File: config.mk
export PLATFORM = sky130hd
export DESIGN_NAME = led_pwm_blinker
export DESIGN_NICKNAME = d
export VERILOG_FILES = /design/src/rtl/led_pkg.sv /design/src/rtl/led_tick_div.sv /design/src/rtl/led_pwm_blinker.sv
export SDC_FILE = /design/constraint.sdc
export NUM_CORES = 1
export LEC_CHECK = 0
export CORE_UTILIZATION = 35
export DETAILED_ROUTE_END_ITERATION = 7
export PLACE_DENSITY = 0.54
export RECOVER_POWER = 25
export SYNTH_ARGS = -nofsm -noshare
export SYNTH_HDL_FRONTEND = slang
export SYNTH_SLANG_ARGS = --single-unit
File: constraint.sdc
create_clock -name HCLK -period 2 [get_ports HCLK]
set_input_delay 0.4 -clock HCLK [delete_from_list [all_inputs] [get_ports HCLK]]
set_output_delay 0.4 -clock HCLK [all_outputs]
set_load 0.02 [all_outputs]
File: src/rtl/led_pkg.sv
// Shared constants and width helpers for the LED PWM/blink datapath.
package led_pkg;

  localparam int DUTY_W = 8;
  localparam logic [DUTY_W-1:0] PWM_MAX = 8'hFF;
  localparam int LED_N_DEFAULT = 8;

  function automatic int clog2(input int value);
    int r;
    int v;
    r = 0;
    v = value - 1;
    while (v > 0) begin
      r++;
      v = v >> 1;
    end
    return r;
  endfunction

  // A divide-by-1 counter still needs a 1-bit register to stay legal.
  function automatic int cnt_width(input int div);
    return (clog2(div) < 1) ? 1 : clog2(div);
  endfunction

endpackage

File: src/rtl/led_tick_div.sv
// Modulo-DIV up-counter; tick marks the advancing cycle on which it wraps.
module led_tick_div
  import led_pkg::*;
#(
  parameter int DIV = 2
) (
  input  logic HCLK,
  input  logic HRESET,
  input  logic en,
  input  logic clr,
  output logic tick
);

  localparam int W = cnt_width(DIV);
  localparam logic [W-1:0] LAST = W'(DIV - 1);

  logic [W-1:0] cnt_q;
  logic [W-1:0] cnt_d;

  always_comb begin
    tick  = en & ~clr & (cnt_q == LAST);
    cnt_d = cnt_q;
    if (clr) begin
      cnt_d = '0;
    end else if (en) begin
      cnt_d = (cnt_q == LAST) ? '0 : cnt_q + W'(1);
    end
  end

  always_ff @(posedge HCLK or posedge HRESET) begin
    if (HRESET) begin
      cnt_q <= '0;
    end else begin
      cnt_q <= cnt_d;
    end
  end

endmodule

File: src/rtl/led_pwm_blinker.sv
// LED pad driver: global PWM dimming plus per-channel blinking, with register
// inputs shadowed so they only change on PWM period boundaries.
module led_pwm_blinker
  import led_pkg::*;
#(
  parameter int N_LED     = LED_N_DEFAULT,
  parameter int PRESC_DIV = 50,
  parameter int BLINK_DIV = 64
) (
  input  logic              HCLK,
  input  logic              HRESET,
  input  logic              enable,
  input  logic [N_LED-1:0]  led_in,
  input  logic [N_LED-1:0]  blink_mask,
  input  logic [DUTY_W-1:0] duty,
  output logic [N_LED-1:0]  led_out,
  output logic              period_tick,
  output logic              blink_phase
);

  logic              step;
  logic              blink_wrap;
  logic              pwm_on;

  logic [DUTY_W-1:0] pwm_cnt_q, pwm_cnt_d;
  logic [DUTY_W-1:0] duty_q, duty_d;
  logic [N_LED-1:0]  led_q, led_d;
  logic [N_LED-1:0]  mask_q, mask_d;
  logic [N_LED-1:0]  led_out_q, led_out_d;
  logic              blink_phase_q, blink_phase_d;

  led_tick_div #(.DIV(PRESC_DIV)) u_presc (
    .HCLK   (HCLK),
    .HRESET (HRESET),
    .en     (enable),
    .clr    (~enable),
    .tick   (step)
  );

  led_tick_div #(.DIV(BLINK_DIV)) u_blink (
    .HCLK   (HCLK),
    .HRESET (HRESET),
    .en     (period_tick),
    .clr    (~enable),
    .tick   (blink_wrap)
  );

  assign period_tick = step & (pwm_cnt_q == PWM_MAX);

  always_comb begin
    pwm_cnt_d     = pwm_cnt_q;
    blink_phase_d = blink_phase_q;
    led_d         = led_q;
    mask_d        = mask_q;
    duty_d        = duty_q;
    pwm_on        = (duty_q == PWM_MAX) | (pwm_cnt_q < duty_q);

    if (!enable) begin
      pwm_cnt_d     = '0;
      blink_phase_d = 1'b0;
    end else begin
      if (step) begin
        pwm_cnt_d = (pwm_cnt_q == PWM_MAX) ? '0 : pwm_cnt_q + DUTY_W'(1);
      end
      if (blink_wrap) begin
        blink_phase_d = ~blink_phase_q;
      end
    end

    // Tracking inputs while disabled makes the first enabled period current.
    if (!enable || period_tick) begin
      led_d  = led_in;
      mask_d = blink_mask;
      duty_d = duty;
    end

    led_out_d = '0;
    if (enable) begin
      led_out_d = led_q & {N_LED{pwm_on}} & (~mask_q | {N_LED{blink_phase_q}});
    end
  end

  always_ff @(posedge HCLK or posedge HRESET) begin
    if (HRESET) begin
      pwm_cnt_q     <= '0;
      duty_q        <= '0;
      led_q         <= '0;
      mask_q        <= '0;
      led_out_q     <= '0;
      blink_phase_q <= 1'b0;
    end else begin
      pwm_cnt_q     <= pwm_cnt_d;
      duty_q        <= duty_d;
      led_q         <= led_d;
      mask_q        <= mask_d;
      led_out_q     <= led_out_d;
      blink_phase_q <= blink_phase_d;
    end
  end

  assign led_out     = led_out_q;
  assign blink_phase = blink_phase_q;

endmodule

==> summary by stage <==
Run status
The run finished with clean final reports.

Logic synthesis
Of the post-synthesis cell area, the dominant cell type holds 52.8%. Summing the areas of all xor and xnor instances in the mapped netlist gives 2.44% of the synthesized area. Multiplexer cells account for 12.0% of the synthesized area. The cell with the most instances after synthesis is sky130_fd_sc_hd__dfrtp_1. Of the total synthesized cell area, the portion taken by AND, OR, NAND and NOR gates is 14.4%. Yosys mapped the design onto 39 distinct sky130hd cell types. The compound-gate portion of the synthesized area is 8.12%. The number of warnings issued by yosys is 0. In this run, synthesis produced a sequential element count of 53. The number of enable-type register cells in the synthesized netlist is 0. The part of the Yosys area used for sequential elements is 52.8%. The count of mapped cells out of synthesis is 223.

The main combinational cell family by area after synthesis is simple AND/OR/NAND/NOR gates. The cell accounting for the most synthesized area is sky130_fd_sc_hd__dfrtp_1. The number of nets in the synthesized netlist is 261.

Ranked by instance count, the synthesized netlist is headed by 53 x sky130_fd_sc_hd__dfrtp_1, 24 x sky130_fd_sc_hd__mux2_2, 21 x sky130_fd_sc_hd__inv_1. In this run the mean area of a mapped cell was 11.3 um2. By area the synthesized netlist is led by sky130_fd_sc_hd__dfrtp_1 53%, sky130_fd_sc_hd__mux2_2 11%, sky130_fd_sc_hd__ha_1 5.5%, sky130_fd_sc_hd__inv_1 3.1%, sky130_fd_sc_hd__o21ai_0 2.8%. The cell area after synthesis is 2510 um2. Counting flops with an async set or reset pin after synthesis yields a share of 100%. Among all flip-flop cells after synthesis, the most frequent one is sky130_fd_sc_hd__dfrtp_1. The synthesized netlist devotes 5.48% of its cell area to adder and majority cells.

Clock network
The clock transition at the register clock pins on the worst setup and hold paths after CTS is 0.10 ns. The clock tree from TritonCTS is yes. In this run the clock root is driven by a sky130_fd_sc_hd__clkbuf_8.

Counting the buffers created by CTS gives 5. The number of buffers inserted to repair setup after CTS is 0. For the worst-skew pair, the clock arrives at the later sink with an insertion delay of 0.30 ns.

The number of hold-repair buffers added at the cts stage is 0. The maximum level of the CTS H-tree is 2. The clock net in this run drives a total of 53 sinks. Counting along the longest clock path gives a buffer depth of 2.

Floorplanning
The die covers 7520 um2. Pin placement for this block handled 37 I/O pins. The region available for standard cell placement spans 6870 um2.

The number of rows in the core area is 30. The initial utilization of the core area, before any placement, comes to 36.6%. The die boundary width is 86.7 um. The vertical extent of the die is 86.7 um.

Cells and area
The register area is 1330 um2. The cell area after layout is 3260 um2. For this run, the share of the core covered by cells in the final layout is 47.4%.

The number of nets in the layout is 315. The area used by multi-input combinational logic is 1090 um2. 0 antenna diodes ended up in the layout. In the final layout, the share of cells above drive strength 1 is 20.9%. The filler cells instantiated in the layout total 665. The area growth from synthesis to layout is 29.7%.

Placed design
The final weighted congestion in routability-driven placement is 0.760. The cell area after placement is 3120 um2. The number of I/O port buffers is 36. Summed over all nets, the half-perimeter wirelength after detailed placement is 3.51 mm.

Global route
The first global-routing pass estimated 8.99 mm of wire. The pin count of the biggest net entering global routing is 54. The via count of the first global-routing pass came to 1871. The sum of overflow across all layers after global routing is 0. Global routing used 15.5% of the available tracks across all layers.

The number of antenna violations at the first check in global routing is 0.

STA
The worst-case headroom to the max-slew limit is 12.7%. The number of hold violations in the final report is 0. After layout, the worst path uses 93.3% of the clock period. For the final database, setup skew stands at 0.00843 ns. The tightest hold margin is 0.507 ns.

The worst path needs 1.87 ns of the cycle, external delays included. The slew at the pin with the worst max-slew slack is 1.31 ns. The number of max-slew violations in the final report came to 0. Setup repair after global routing left no endpoint under its margin.

Derived from the worst setup path, the maximum achievable clock frequency is 536 MHz. Setup violations remaining at the end of the flow were counted as 0.

Power
The reported leakage power is 1.45 nW. The power per standard cell area is 700 nW/um2. Across the VDD grid, the largest voltage drop is 0.309 mV.

Routing
Dividing the detail-routed wire length by the instance count gives 13.6 um. The detailed-route vias per instance is 4.91. The routed wire length is 5.07 mm. The remaining number of nets flagged by the antenna check after routing is 0. The DRC violation count after routing is 0. The first TritonRoute pass finished after 3 iterations. The violation count after the first detailed-route iteration is 88.

The detailed-route via count is 1838.

Flow run
The count of max-cap constraint violations is 0.

Worst setup path
The worst setup path is of the flop to flop kind. The worst setup path is launched from a flop. Measured in cells, the most critical reg-to-reg path has a length of 7. For the worst setup path, the data arrival time is 2.06 ns. The critical-path maximum fanout is 24. At the worst endpoint, the required time is 2.19 ns. STA classifies the critical path endpoint as a flop.

Worst hold path
The path class of the tightest hold or removal check is flop to flop. The worst hold path cell count is 1.
==> kinds of logic after synthesis <==
family	after synthesis
xor gates and xnor gates	7
and+or+nand+nor	63
muxes	27
buffers and inverters	29
adders and majority gates	11
AOI/OAI and AO/OA	33
DFF	53
==> registers in the layout (all words and copies together), names as in the netlist <==
signal         flops
u_blink.cnt_q      6
pwm_cnt_q          8
duty_q             8
led_q              8
blink_phase        1
u_presc.cnt_q      6
mask_q             8
led_out            8
==> where the power goes <==
part           leakage [nW]  internal [mW]  switching (mW)
combinational         0.706          0.144           0.113
sequential            0.678           1.13          0.0347
clock                0.0681          0.497           0.356
total                  1.45           1.78           0.504
==> cell usage in the layout, fill, tap and decap left out, types with 2 or more instances in the layout <==
| cell | Yosys | layout |
|---|---|---|
| sky130_fd_sc_hd__a21o_1 | 2 | 2 |
| sky130_fd_sc_hd__a21oi_1 | 8 | 8 |
| sky130_fd_sc_hd__a41oi_1 | 2 | 2 |
| sky130_fd_sc_hd__and2_1 | 2 | 2 |
| sky130_fd_sc_hd__buf_4 | 2 | 18 |
| sky130_fd_sc_hd__bufinv_16 | 0 | 2 |
| sky130_fd_sc_hd__clkbuf_8 | 0 | 5 |
| sky130_fd_sc_hd__clkdlybuf4s50_1 | 0 | 35 |
| sky130_fd_sc_hd__dfrtp_1 | 53 | 53 |
| sky130_fd_sc_hd__ha_1 | 11 | 11 |
| sky130_fd_sc_hd__inv_1 | 21 | 20 |
| sky130_fd_sc_hd__mux2_2 | 24 | 24 |
| sky130_fd_sc_hd__mux2i_1 | 3 | 3 |
| sky130_fd_sc_hd__nand2_1 | 7 | 7 |
| sky130_fd_sc_hd__nand2b_1 | 3 | 3 |
| sky130_fd_sc_hd__nand3_1 | 7 | 7 |
| sky130_fd_sc_hd__nand4_1 | 8 | 8 |
| sky130_fd_sc_hd__nor2_1 | 13 | 13 |
| sky130_fd_sc_hd__nor4_1 | 8 | 8 |
| sky130_fd_sc_hd__o21ai_0 | 14 | 14 |
| sky130_fd_sc_hd__or3_1 | 3 | 3 |
| sky130_fd_sc_hd__or4_1 | 2 | 2 |
| sky130_fd_sc_hd__xnor2_1 | 3 | 3 |
| sky130_fd_sc_hd__xor2_1 | 4 | 4 |
==> what timing repair did <==
| action | in CTS | in global routing |
|---|---|---|
| pin swaps | 1 | 0 |
| endpoints found under the setup margin | 9 | 9 |
| resized for setup | 7 | 2 |
==> metal layers <==
layer	GRT usage [%]	part of all wire [%]	wire length (um)	up-vias
li1	-	-	-	896
met1	20.6	46	2340	907
met2	24.4	48	2430	28
met3	4.67	5.0	252	7
met4	4.39	1.0	53	0
met5	0	0	0	-
==> critical path: stages (launching register included) <==
cell	delay [ns]
sky130_fd_sc_hd__dfrtp_1	0.37
sky130_fd_sc_hd__ha_1	0.16
sky130_fd_sc_hd__and4_4	0.23
sky130_fd_sc_hd__nand4_2	0.13
sky130_fd_sc_hd__buf_4	0.20
sky130_fd_sc_hd__nand2_1	0.11
sky130_fd_sc_hd__buf_12	0.18
sky130_fd_sc_hd__mux2_2	0.35
==> final cells by class <==
| cell class | count | share of cell area, % |
|---|---|---|
| flip-flops and latches | 53 | 40.7 |
| multi-input cells | 141 | 33.4 |
| repair buffers | 55 | 15.7 |
| well taps | 96 | 3.69 |
| inverters | 21 | 2.42 |
| clock buffers | 5 | 2.11 |
| clock inverters | 3 | 2.00 |
==> final timing paths <==
path | start | end | slack, ns
hold reg to reg | led_q[6] | led_q[6] | 0.51
max in group asynchronous | HRESET | duty_q[4] | 0.38
min in group asynchronous | HRESET | u_blink.cnt_q[3] | 0.83
setup reg to reg | pwm_cnt_q[1] | duty_q[4] | 0.13
hold / removal | led_q[6] | led_q[6] | 0.51
setup / recovery | pwm_cnt_q[1] | duty_q[4] | 0.13
==> through the flow <==
step / power [mW] / std cells / setup TNS (ns) / worst slack (ns)
5_1_grt: 2.39 / 374 / 0 / 0.000631
6_report: 2.28 / 374 / 0 / 0.134
3_5_place_dp: 1.45 / 366 / -0.543 / -0.0865
3_3_place_gp: 1.45 / 366 / -0.0351 / -0.0351
2_1_floorplan: 1.33 / 223 / 0 / 0.135
4_1_cts: 2.32 / 374 / 0 / 0.0679
Power figures use the tool's default switching activity.
